File: config.mk
export PLATFORM = sky130hd
export DESIGN_NAME = regfile_sb
export DESIGN_NICKNAME = d
export VERILOG_FILES = /design/src/rtl/regfile_sb.sv
export SDC_FILE = /design/constraint.sdc
export NUM_CORES = 2
export LEC_CHECK = 0
export ABC_AREA = 1
export CAP_MARGIN = 20
export CORE_MARGIN = 1
export CORE_UTILIZATION = 25
export DETAILED_ROUTE_END_ITERATION = 12
export GPL_ROUTABILITY_DRIVEN = 0
export PLACE_DENSITY_LB_ADDON = 0.15
export SYNTH_ARGS = -nofsm -noshare
export SYNTH_HDL_FRONTEND = slang
export SYNTH_SLANG_ARGS = --single-unit
export TNS_END_PERCENT = 1
File: constraint.sdc
create_clock -name clk -period 4.66 [get_ports clk]
set_clock_uncertainty 0.1 [all_clocks]
set_input_delay 0.466 -clock clk [delete_from_list [all_inputs] [get_ports clk]]
set_output_delay 0.466 -clock clk [all_outputs]
set_load 0.02 [all_outputs]
File: src/rtl/regfile_sb.sv
// regfile_sb: parametrised integer register file with a per-register busy
// scoreboard, valid/ready destination reservation and an outstanding-write
// counter, sitting between decode/issue and writeback of the RV32 pipeline.
//
// Register 0 is hardwired to zero and can never be marked busy.
//
// Optional feature macro: REGFILE_BYPASS_EN
//   defined   - a read port addressing the register being written back this
//               cycle sees wb_data and rd_busy 0 in the same cycle.
//   undefined - reads always return the stored (pre-edge) value and busy bit.
//
// Reset is asynchronous and active-low on rst.

module regfile_sb #(
  parameter int WIDTH  = 32,
  parameter int DEPTH  = 32,
  parameter int NRD    = 2,
  parameter int ADDR_W = $clog2(DEPTH),
  parameter int CNT_W  = $clog2(DEPTH + 1)
) (
  input  logic                    clk,
  input  logic                    rst,
  input  logic [NRD*ADDR_W-1:0]   rd_addr,
  output logic [NRD*WIDTH-1:0]    rd_data,
  output logic [NRD-1:0]          rd_busy,
  input  logic                    issue_valid,
  input  logic [ADDR_W-1:0]       issue_dest,
  output logic                    issue_ready,
  input  logic                    wb_valid,
  input  logic [ADDR_W-1:0]       wb_dest,
  input  logic [WIDTH-1:0]        wb_data,
  output logic [CNT_W-1:0]        pending_cnt
);

  // Architectural state: register contents, busy scoreboard, busy count.
  logic [WIDTH-1:0] regs [DEPTH];
  logic [DEPTH-1:0] busy;

  // Decoded handshake events for the current cycle.
  logic issue_fire;
  logic wb_fire;
  logic cnt_inc;
  logic cnt_dec;

  // A reservation is possible for x0 (a no-op) or for any idle register.
  assign issue_ready = (issue_dest == '0) || !busy[issue_dest];

  // Issues to x0 are accepted but must not touch the scoreboard, so they are
  // filtered out of the fire signal; writebacks to x0 are ignored entirely.
  assign issue_fire = issue_valid && issue_ready && (issue_dest != '0);
  assign wb_fire    = wb_valid && (wb_dest != '0);

  // An accepted issue always targets an idle register, so it always adds one.
  // A writeback removes one only if it clears a set bit and no same-cycle
  // issue re-reserves that register (the new producer wins).
  assign cnt_inc = issue_fire;
  assign cnt_dec = wb_fire && busy[wb_dest] &&
                   !(issue_fire && (issue_dest == wb_dest));

  // Register array: writeback data lands on the edge; x0 is never written.
  always_ff @(posedge clk or negedge rst) begin
    if (!rst) begin
      for (int r = 0; r < DEPTH; r++) begin
        regs[r] <= '0;
      end
    end else if (wb_fire) begin
      regs[wb_dest] <= wb_data;
    end
  end

  // Scoreboard: writeback clears first, then an issue sets, so a same-cycle
  // issue and writeback to one register leaves it busy.
  always_ff @(posedge clk or negedge rst) begin
    if (!rst) begin
      busy <= '0;
    end else begin
      if (wb_fire) begin
        busy[wb_dest] <= 1'b0;
      end
      if (issue_fire) begin
        busy[issue_dest] <= 1'b1;
      end
    end
  end

  // Outstanding-write counter, tracked incrementally alongside the scoreboard.
  always_ff @(posedge clk or negedge rst) begin
    if (!rst) begin
      pending_cnt <= '0;
    end else begin
      pending_cnt <= pending_cnt + CNT_W'(cnt_inc) - CNT_W'(cnt_dec);
    end
  end

  // One combinational read path per port.
  for (genvar p = 0; p < NRD; p++) begin : g_rd
    logic [ADDR_W-1:0] port_addr;
    logic [WIDTH-1:0]  port_data;
    logic              port_busy;

    assign port_addr = rd_addr[p*ADDR_W +: ADDR_W];

    // Select stored data and busy, with x0 forced to zero and, when enabled,
    // the in-flight writeback forwarded ahead of the register array.
    always_comb begin
      port_data = regs[port_addr];
      port_busy = busy[port_addr];
`ifdef REGFILE_BYPASS_EN
      if (wb_fire && (wb_dest == port_addr)) begin
        port_data = wb_data;
        port_busy = 1'b0;
      end
`endif
      if (port_addr == '0) begin
        port_data = '0;
        port_busy = 1'b0;
      end
    end

    assign rd_data[p*WIDTH +: WIDTH] = port_data;
    assign rd_busy[p]                = port_busy;
  end

`ifndef SYNTHESIS
  // The counter must always match the number of busy registers.
  property p_cnt_matches_busy;
    @(posedge clk) disable iff (!rst)
      pending_cnt == CNT_W'($countones(busy));
  endproperty
  a_cnt_matches_busy: assert property (p_cnt_matches_busy)
    else $error("regfile_sb: pending_cnt out of step with busy bits");

  // x0 can never be reserved, which also bounds the counter at DEPTH-1.
  property p_x0_never_busy;
    @(posedge clk) disable iff (!rst)
      !busy[0] && (pending_cnt <= CNT_W'(DEPTH - 1));
  endproperty
  a_x0_never_busy: assert property (p_x0_never_busy)
    else $error("regfile_sb: x0 busy or counter above DEPTH-1");
`endif

endmodule
==> summary.txt <==
Routed wl met2 - 130000 um
Gr ovfl total - 0
Antenna violations before repair - 17
WL/cell - 25.4 um
Dominant cell by count in the synthesized netlist - sky130_fd_sc_hd__nand2_1
Net total in the final layout - 8259
Synth Net Count - 8517
Startpoint type of the worst setup path - input port
Core Area - 233000 um2
Number of violations reported at the end of detailed-routing iteration 0 - 7287
Post-synth top area share - 45.1%
Critical path data arrival time - 3.43 ns
Seq/Total Area, Yosys - 45.1%
Period minus WS final - 4.00 ns
Most area-consuming cells after synthesis - sky130_fd_sc_hd__dfrtp_1 (45%), sky130_fd_sc_hd__nand2_1 (17%), sky130_fd_sc_hd__o21ai_0 (12%)
Buffer type at the clock tree root - sky130_fd_sc_hd__clkbuf_16
Reported leakage power - 0.0304 uW
Worst Setup Slack post-DPL - 0.732 ns
Count of unresolved DRC violations after routing - 0
Die extent in y - 488 um
Category of the most critical setup path - in2out
Routed metal-1 wire length - 130000 um
Setup slack after layout - 0.665 ns
Wire length of the first global-routing pass - 419000 um
Most used flip-flop cell after synthesis - sky130_fd_sc_hd__dfrtp_1
Unrepaired setup endpoints after global routing - false
Rel. slew slack - 28.5%
Power density normalized to cell area - 432 nW/um2
Maximum number of pins on one net before global-route repair - 133
Total global-route track usage - 24.1%
Synth-to-Final Area Change - 16.5%
Distinct cell type count after synthesis - 28
Ports placed on the boundary - 129
Share of post-route cells with drive strength above 1 - 6.79%
Highest clock frequency the design can meet - 250 MHz
Clock-pin slew of the registers on the worst-case setup and hold paths - 0.05 ns
CP max-delay cell - sky130_fd_sc_hd__clkdlybuf4s50_1
Post-CTS Setup Bufs - 0
Worst-Skew Late Latency - 0.80 ns
DRT Pass-1 Iters - 6
Final std cells w/o fill - 11400
Max rail drop VDD - 236 uV
Setup TNS Final - 0 ns
Die outline width - 488 um
Largest fanout on the critical path - 66
Critical Path End Type - output port
Top Layer Used - met5
Remaining number of nets flagged by the antenna check after routing - 0
Std-Cell Rows - 177
Share of the core filled with cells - 29.4%
Pins over their slew limit - 0
Worst hold path class - in2async
Result of the run - finished, final reports clean
Depth of the CTS H-tree - 4
Number of sinks driven by the clock tree - 1062
Final Routed Wirelength - 291000 um
Seq cells post-synth - 1062
Routed wire length on met3 - 21000 um
Post-Place Cells - 11200
Ratio of routed vias to standard cells - 5.22
Crit path largest cell delay - 0.71 ns
Number of enable-type register cells in the synthesized netlist - 0
Via Count - 59600
Transition time of the tightest slew-check pin - 1.07 ns
Post-route clock period utilization - 85.7%
Die area - 238000 um2
Cell chain of the critical path - buf_8 > inv_8 > buf_12 > buf_12 > nand2_1 > nand3_1 > nand3_1 > a21oi_1 > o21ai_0 > nor2_1 > clkdlybuf4s50_1
Largest area contributor in the synthesized netlist - sky130_fd_sc_hd__dfrtp_1
Vias in the first global route - 56500
Clk buf depth - 3
R2R depth - 15
Starting Density - 25.3%
Share of flip-flops with an asynchronous set or reset after synthesis - 100%
Overall power after layout - 29700 uW
Beginning of the worst register-to-register path - busy[22]
HPWL after DPL - 169000 um
Post-synthesis cell area - 58900 um2
Reg-to-reg setup timing slack - 2.05 ns
Final count of negative-setup-slack endpoints - 0
Cells after Synth - 8455
Number of max-capacitance violations reported - 0
Synth top cells by count - sky130_fd_sc_hd__nand2_1 (2728), sky130_fd_sc_hd__o21ai_0 (1415), sky130_fd_sc_hd__dfrtp_1 (1062), sky130_fd_sc_hd__nand3_1 (947), sky130_fd_sc_hd__nor2_1 (530)
Endpoint required time on the critical path - 4.09 ns
Final number of hold-violating endpoints - 0
Synthesis Warnings - 0
Number of buffers added by the clock tree synthesis step - 139
Number of I/O port buffers - 128
Average cell area after synthesis - 6.97 um2
Number of fillers in the final layout - 25400
CTS tree - done
Reg2Reg Capture Point - pending_cnt[4]
worst max-delay path by stage:
| stage | depth (start not counted) | slack (ns) | to | startpoint |
|---|---|---|---|---|
| after floorplan | 16 | 2.02 | pending_cnt[4] | issue_dest[0] |
| after global placement | 12 | 0.70 | rd_busy[0] | rd_addr[0] |
| after detailed placement | 8 | 0.73 | rd_data[41] | rd_addr[5] |
| after CTS | 8 | 0.76 | rd_data[41] | rd_addr[5] |
| after global routing | 12 | 0.63 | rd_data[33] | rd_addr[5] |
| final | 11 | 0.66 | rd_data[36] | rd_addr[5] |
kinds of logic after synthesis:
logic type               count (synthesis)  share of synthesized area, %
AO/OA/AOI/OAI                         2133                          18.6
XOR/XNOR                                 6                        0.0892
adder cells (fa/ha/maj)                  6                         0.140
buffers and inverters                 1012                          6.89
flip-flops                            1062                          45.1
AND/OR/NAND/NOR                       4236                          29.2
metal layers:
metal / vias to the layer above / GRT usage [%]
met5: - / 0
met4: 8 / 8.30
met3: 431 / 3.40
met2: 2566 / 38.1
met1: 29200 / 33.5
li1: 27400 / -
placed cells by master (no fill, tap or decap), drive strengths merged:
master	instances
clkdlybuf4s50	80
o221a	1
buf	292
a21oi	511
o211ai	72
dlygate4sd3	1
diode	5
nor2	539
o21a	2
xor2	5
nand2	2730
clkinv	25
ha	5
nand3	948
o21ai	1478
dfrtp	1062
nor3	19
clkbuf	208
fa	1
inv	238
xnor2	1
bufinv	5
o22ai	69
metrics by stage:
step,instance area [um2],hold WS (ns)
after floorplan,58900,0.0704
after global placement,64100,0.265
after detailed placement,64200,0.266
after CTS,68700,0.153
after global routing,68700,0.207
final,68700,0.157
worst max-delay path, delay by kind of cell:
family | cells | cell delay (ns)
AO/OA/AOI/OAI | 2 | 0.28
AND/OR/NAND/NOR | 4 | 0.63
buffers and inverters | 5 | 1.91
cell type report:
| cell class | count | area [um2] | share of cell area, % |
|---|---|---|---|
| timing repair buffer | 375 | 4240 | 6.17 |
| multi-input combinational | 6381 | 28500 | 41.5 |
| sequential | 1062 | 26600 | 38.7 |
| clock inverter | 30 | 413 | 0.601 |
| antenna | 5 | 12.5 | 0.0182 |
| tap | 3132 | 3920 | 5.70 |
| clock buffer | 206 | 4100 | 5.97 |
| inverter | 238 | 935 | 1.36 |
state kept, by name (all words and copies together) (netlist names):
| signal | flops |
|---|---|
| regs | 1024 |
| busy | 32 |
| pending_cnt | 6 |
report_power, final:
group	leakage [uW]	switching (uW)	total, uW	internal [uW]
combinational	0.0148	3940	6210	2280
clock	0.00222	4560	10900	6360
sequential	0.0134	1450	12500	11100
total	0.0304	9950	29700	19700
what timing repair did:
item | in CTS | in global routing
hold endpoints to repair | 51 | 0
hold buffers | 1 | 0
resized for setup | 0 | 0
(Power assumes the default switching activity.)
